$ cat src/rtl/stopwatch_pkg.sv
// Shared types, constants and BCD-to-segment table
// for the stopwatch seven-segment display back-end.
package stopwatch_pkg;

  typedef logic [3:0] bcd_t;
  typedef logic [7:0] sseg_t;

  localparam sseg_t SSEG_OFF  = 8'hFF;
  localparam sseg_t SSEG_DASH = 8'hBF;
  localparam int    N_DIGITS  = 6;

  // Active-low {g,f,e,d,c,b,a}; non-BCD codes show a dash
  function automatic logic [6:0] bcd_to_sseg(bcd_t v);
    logic [6:0] p;
    case (v)
      4'd0:    p = 7'b1000000;
      4'd1:    p = 7'b1111001;
      4'd2:    p = 7'b0100100;
      4'd3:    p = 7'b0110000;
      4'd4:    p = 7'b0011001;
      4'd5:    p = 7'b0010010;
      4'd6:    p = 7'b0000010;
      4'd7:    p = 7'b1111000;
      4'd8:    p = 7'b0000000;
      4'd9:    p = 7'b0010000;
      default: p = SSEG_DASH[6:0];
    endcase
    return p;
  endfunction

endpackage

$ cat src/rtl/sseg_decode.sv
// Combinational BCD digit to active-low
// seven-segment pattern (no decimal point).
module sseg_decode
  import stopwatch_pkg::*;
(
  input  bcd_t       i_bcd,
  output logic [6:0] o_seg
);

  // Pure table lookup on the selected digit
  always_comb begin
    o_seg = bcd_to_sseg(i_bcd);
  end

endmodule

$ cat src/rtl/stopwatch_sseg_scan.sv
// Six-digit MM:SS.cc multiplexed display driver
// with per-frame snapshot, blanking and LZ suppression.
module stopwatch_sseg_scan
  import stopwatch_pkg::*;
#(
  parameter int SCAN_DVSR = 100_000,
  parameter int BLANK_CYC = 1_000
) (
  input  logic       clk,
  input  logic       rst,
  input  logic [3:0] d5,
  input  logic [3:0] d4,
  input  logic [3:0] d3,
  input  logic [3:0] d2,
  input  logic [3:0] d1,
  input  logic [3:0] d0,
  input  logic       lz_en,
  output logic [7:0] an,
  output logic [7:0] sseg
);

  localparam int PW = $clog2(SCAN_DVSR);
  localparam logic [PW-1:0] P_LAST = PW'(SCAN_DVSR - 1);
  localparam logic [PW-1:0] P_BLNK = PW'(BLANK_CYC);
  localparam logic [2:0]    I_LAST = 3'(N_DIGITS - 1);

  logic [PW-1:0] r_presc;
  logic [2:0]    r_idx;
  bcd_t          r_snap [N_DIGITS];
  logic          w_slot_end;
  logic          w_frame_end;
  bcd_t          w_dig;
  logic [6:0]    w_seg;
  logic          w_dp;
  logic          w_blank;

  assign w_slot_end  = (r_presc == P_LAST);
  assign w_frame_end = w_slot_end && (r_idx == I_LAST);

  // Slot prescaler: 0..SCAN_DVSR-1, wraps
  always_ff @(posedge clk or posedge rst) begin
    if (rst)             r_presc <= '0;
    else if (w_slot_end) r_presc <= '0;
    else                 r_presc <= r_presc + 1'b1;
  end

  // Digit index: 0..5, advances once per slot
  always_ff @(posedge clk or posedge rst) begin
    if (rst)              r_idx <= '0;
    else if (w_frame_end) r_idx <= '0;
    else if (w_slot_end)  r_idx <= r_idx + 1'b1;
  end

  // Frame snapshot so one scan never shows a torn time
  always_ff @(posedge clk or posedge rst) begin
    if (rst) begin
      for (int i = 0; i < N_DIGITS; i++) r_snap[i] <= '0;
    end else if (w_frame_end) begin
      r_snap[0] <= d0;
      r_snap[1] <= d1;
      r_snap[2] <= d2;
      r_snap[3] <= d3;
      r_snap[4] <= d4;
      r_snap[5] <= d5;
    end
  end

  // Select the digit for the current slot
  always_comb begin
    case (r_idx)
      3'd0:    w_dig = r_snap[0];
      3'd1:    w_dig = r_snap[1];
      3'd2:    w_dig = r_snap[2];
      3'd3:    w_dig = r_snap[3];
      3'd4:    w_dig = r_snap[4];
      3'd5:    w_dig = r_snap[5];
      default: w_dig = '0;
    endcase
  end

  sseg_decode u_dec (
    .i_bcd (w_dig),
    .o_seg (w_seg)
  );

  // Dots after seconds (SS.cc) and after minutes (M:SS)
  always_comb begin
    w_dp    = (r_idx == 3'd2) || (r_idx == 3'd4);
    w_blank = 1'b0;
    if ((BLANK_CYC > 0) && (r_presc < P_BLNK)) w_blank = 1'b1;
    if ((r_idx == I_LAST) && lz_en && (w_dig == 4'd0))
      w_blank = 1'b1;
  end

  // Registered anode/segment drive, all-off while blanked
  always_ff @(posedge clk or posedge rst) begin
    if (rst) begin
      an   <= SSEG_OFF;
      sseg <= SSEG_OFF;
    end else if (w_blank) begin
      an   <= SSEG_OFF;
      sseg <= SSEG_OFF;
    end else begin
      an   <= ~(8'b1 << r_idx);
      sseg <= {~w_dp, w_seg};
    end
  end

endmodule

$ cat config.mk
export PLATFORM = sky130hd
export DESIGN_NAME = stopwatch_sseg_scan
export DESIGN_NICKNAME = d
export VERILOG_FILES = /design/src/rtl/stopwatch_pkg.sv /design/src/rtl/sseg_decode.sv /design/src/rtl/stopwatch_sseg_scan.sv
export SDC_FILE = /design/constraint.sdc
export NUM_CORES = 1
export LEC_CHECK = 0
export BUFFER_PORTS_ARGS = -buffer_cell sky130_fd_sc_hd__buf_2
export CORE_AREA = 2 2 84 86
export CTS_CLUSTER_DIAMETER = 120
export CTS_CLUSTER_SIZE = 24
export DETAILED_ROUTE_END_ITERATION = 8
export DIE_AREA = 0 0 86 88
export PLACE_DENSITY = 0.61
export SLEW_MARGIN = 20
export SYNTH_ARGS = -nofsm -noshare
export SYNTH_HDL_FRONTEND = slang
export SYNTH_SLANG_ARGS = --single-unit
$ cat constraint.sdc
create_clock -name clk -period 3.55 [get_ports clk]
set_clock_uncertainty 0.05 [all_clocks]
set_input_delay 0.71 -clock clk [delete_from_list [all_inputs] [get_ports clk]]
set_output_delay 0.71 -clock clk [all_outputs]
set_load 0.005 [all_outputs]
# Word-level counts from Yosys, hierarchy flattened
# Memory sizes are Yosys's and may differ from the RTL's.
# Cells that the tools add are included.
# word_totals
rom_bits	112
mem_count	1
wordCells	38
regBits	60
# mem_list
name	depth	width	rd	rd_ports_with_merged_regs	write_ports	line	text
(no name shown)	16	7	1	0	0	stopwatch_pkg.sv:15	case (v)
# classes
n_mux	8
bitwise_logic	2
n_lt_le_gt_ge	1
eq_ne	6
n_shift	1
addsub	2
reduce_logical	7
# ops
cell	count
one-hot mux 4 bit (6 select lines)	1
adder 17 x 1 -> 17 bit (second input constant)	1
equality test 17 bit (second input constant)	1
< comparator 17 x 10 -> 1 bit (second input constant)	1
two-way mux 17 bit	1
two-way mux 8 bit	2
inverter 8 bit	1
left shift 1 x 3 -> 8 bit (first input constant)	1
equality test 3 x 2 -> 1 bit (second input constant)	2
equality test 3 bit (second input constant)	2
two-way mux 3 bit	2
logical NOT 4 bit	1
adder 3 x 1 -> 3 bit (second input constant)	1
equality test 3 x 1 -> 1 bit (second input constant)	1
logical AND 1 bit	3
logical NOT 3 bit	1
two-way mux 1 bit	2
nonzero test 2 bit	1
logical OR 1 bit	1
inverter 1 bit	1

# Logic depth before layout (Yosys ltp)
# depth
depth_word	6
depth_mapped	13

# Modules after synthesis
# A second synthesis with hierarchy kept.
# unflattened
hier_cells	252
hier_area_um2	3022.9
# modules_own_cells
module	seq_area_each_um2	n_inst	cells_each	area_per_inst_um2
stopwatch_sseg_scan	1521.5	1	221	2782.7
sseg_decode	0.0	1	31	240.2

# Worst setup path before layout
# No wires, ideal clock.
# synth_path
path_kind	reg2reg
start	register r_idx[2]
end	register sseg[3]
path_slack_ns	0.930
t_arrival_ns	2.474
path_buffers	2
stages_incl_launch_ff	13
required_time_ns	3.404
cell_sequence	dfrtp_1 buf_4 buf_2 inv_1 ha_1 a22oi_1 o211ai_1 inv_1 ha_1 nand4_1 nor2_1 a2111oi_0 a21oi_1
# synth_via
elab_chain_len	6
# synth_rtl
element	line	text
start: declaration	stopwatch_sseg_scan.sv:28	logic [2:0] r_idx;
start signal: assignment	stopwatch_sseg_scan.sv:51	else if (w_slot_end) r_idx <= r_idx + 1'b1;
parallel branches: the longest is 5 deep, another holds memory (16 x 7 bit)	n/a	
two-way mux 8 bit (*)	stopwatch_sseg_scan.sv:100	end else if (w_blank) begin
end signal: assignment	stopwatch_sseg_scan.sv:105	sseg <= {~w_dp, w_seg};
end: declaration	stopwatch_sseg_scan.sv:19	output logic [7:0] sseg
# Every way passes the cells marked *.
# A chain may end at the register's enable or synchronous reset.

# Final worst setup path
# layout_path
start	register r_idx[2]
end	register sseg[0]
# The elaborated chain is that of the path after synthesis.

==> reports/qor.txt <==
Pre-antenna DRT Iters: 4
ANT cells: 0
Compound-Gate Fraction of Synth Area: 0.0753
Synth Area in Simple Gates: 0.111
Slowest-stage cell, CP: dfrtp_1
Num rows: 30
Layout cells sized above 1: 0.370
Clk buf depth: 2
Crit. Startpoint: r_idx[2]
Crit path capture: sseg[0]
Cells after Synth: 236
Status: completed
Xor/xnor share of the synthesized area: 0.0455
Global-route wire length before repair: 8960 um
Unrepaired setup endpoints after global routing: false
Crit-path leading delay family: compound AO/OA/AOI/OAI gates
Seq/Total Area, Yosys: 0.526
GRT Util Overall: 0.157
TritonCTS clock tree: built
Post-Synthesis Net Count: 276
Peak Freq: 335 MHz
Die W: 86 um
Max-cap viol count: 0
Setup TNS: 0 ps
Endpoints failing setup: 0
Largest family of logic cells by synthesized area: multiplexers
Crit. End Element: flip-flop
Worst Path Required: 3730 ps
Most frequent cells in the layout: dfrtp_1 (44), buf_2 (42), mux2_4 (20), nor2_1 (18), dfstp_2 (16)
Die H: 88 um
Met1 usage: 0.222
Vias per cell: 5.10
Worst EP arrival: 3160 ps
Initial antenna violation count: 0
Slew Limit Fails: 0
Final ANT Viol Nets: 0
Vias post-DR: 1882
Finished Layout Cells: 369
Syn. warnings: 0
Crit-path max cell delay: 660 ps
Tcrit/Tclk final: 0.840
Minimum clock period: 2980 ps
Worst-skew pair later-pin latency: 330 ps
Max-slew headroom at the worst pin: 0.401
Largest net degree at the start of global routing: 31
Post-Place Cell Area: 3150 um2
Avg Inst Size Synth: 12.2 um2
Most common cell after layout, fill and taps aside: dfrtp_1
Hold_buf cts: 0
GR Util met3: 0.0358
Worst Path Class, Setup: reg2reg
Vias in the first global route: 1842
Port Buffers: 42
H-tree depth: 3
Cts bufs inserted: 9
Mux cell area share after synthesis: 0.142
Worst Tran Pin Value: 898 ps
Worst Hold Class: in2async
Startpoint types: flip-flop
Top Usage Layer GRT: met1
Buffers and inverters on the worst path: 2
DRC errors left: 0
Post-CTS sizing: 0
Power Density: 387 nW/um2
Per-cell routed wire length: 14.7 um
Total wire length: 5440 um
Leak Pwr: 1.50 nW
Final instance area: 3330 um2
Final Hold Fails: 0
R2R depth: 9
RR Endpoint: sseg[0]
Cell Area, Synth: 2890 um2
Initial core utilization: 0.435
Max rail drop VDD: 0.295 mV
Reg clk slew, reported paths: 60 ps
# Post-CTS Setup Buffers: 0
# nets final: 324
Post-synth top area cell: dfrtp_1
R2r setup slk: 570 ps
Aggregate global routing overflow: 0
Met2 usage in global routing: 0.221
CP Max Fanout: 14
Post-synthesis adder-cell area fraction: 0.0563
Gpl congestion: 0.837
FF-to-FF Start: r_idx[2]
CTS Sinks: 60
Top cell type's share of synthesized area: 0.381
Critical path cell sequence: inv_1 -> ha_1 -> a32oi_1 -> o21ai_0 -> a21oi_1 -> inv_1 -> ha_1 -> a2111oi_0 -> a21oi_1
Netlist cell types: 38
DR iter-0 viols: 135
Placed cell count: 353
Critical path depth in cells: 9
FF+latch count, synth: 60
Core Area: 6640 um2
Root Driver: clkbuf_8
I/O pins: 43
Top cells by area, synth: dfrtp_1 (38%), dfstp_2 (15%), mux2_4 (10%)
Area grow syn2layout: 15.2%
DIE AREA: 7570 um2
HPWL after DPL: 3990 um
[cells by family after synthesis]
group	after synthesis
adder cells (fa/ha/maj)	13
AND/OR/NAND/NOR	66
flip-flops	60
multiplexers	30
AO/OA/AOI/OAI	33
buffers and inverters	19
XOR/XNOR	15
[synth_stat cells (all sizes together)]
master   instances
mux2            27
and3             2
a32oi            3
and4             1
xnor2            7
nand2           13
a211oi           1
nand2b           2
buf              8
nor4             2
or3              2
mux2i            3
nor2b            2
nor3             6
o21ai           10
dfrtp           44
inv              9
clkbuf           2
dfstp           16
a2111oi          1
o211ai           3
and2             1
nand3           11
ha              13
nor2            19
a21oi            6
o211a            1
o221ai           2
nand4            5
xor2             8
a22oi            5
o21a             1
[sequential cells by signal, summed over array words and instances, names as in the netlist]
register / count
an: 8
r_idx: 3
r_presc: 17
r_snap: 24
sseg: 8
[stage by stage]
stage,hold WS (ps),power (W),setup slack [ps],util
2_1_floorplan,405,0.000707,930,-
3_3_place_gp,433,0.000727,676,0.473
3_5_place_dp,436,0.000727,626,0.473
4_1_cts,422,0.00130,599,0.501
5_1_grt,448,0.00134,154,0.501
6_report,397,0.00129,568,0.501
[worst register-to-register path, stage by stage, from the launching register on]
cell and delay [ps]:
dfrtp_1 660, inv_1 200, ha_1 310, a32oi_1 160, o21ai_0 110, a21oi_1 370, inv_1 160, ha_1 230
a2111oi_0 510, a21oi_1 140
[power breakdown]
group / switching [W] / internal (W) / total [W]
Clock: 0.000254 / 0.000321 / 0.000574
Sequential: 0 / 0.000685 / 0.000685
Combinational: 0.0000167 / 0.0000119 / 0.0000287
[cell type report]
class,instances,area [um2]
clock buffer,11,131
clock inverter,5,52.6
fill,602,3310
inverter,9,33.8
multi-input combinational,157,1240
sequential,60,1520
tap,80,100
timing repair buffer,47,248
[worst min path at each step]
| stage | from | endpoint | slack (ps) | cells past startpoint |
|---|---|---|---|---|
| 5_1_grt | rst | r_presc[10] | 450 | 2 |
| 2_1_floorplan | r_presc[0] | r_presc[0] | 410 | 1 |
| 3_3_place_gp | r_presc[0] | r_presc[0] | 430 | 1 |
| 4_1_cts | rst | r_presc[8] | 420 | 2 |
| 3_5_place_dp | r_presc[0] | r_presc[0] | 440 | 1 |
| 6_report | rst | r_presc[16] | 400 | 2 |
[routing by layer]
metal	up-vias	wire, um
met5	-	0
met4	0	114
met3	11	247
met2	49	2350
met1	897	2730
li1	925	-
Note: power is estimated with default switching activity, not from simulation.
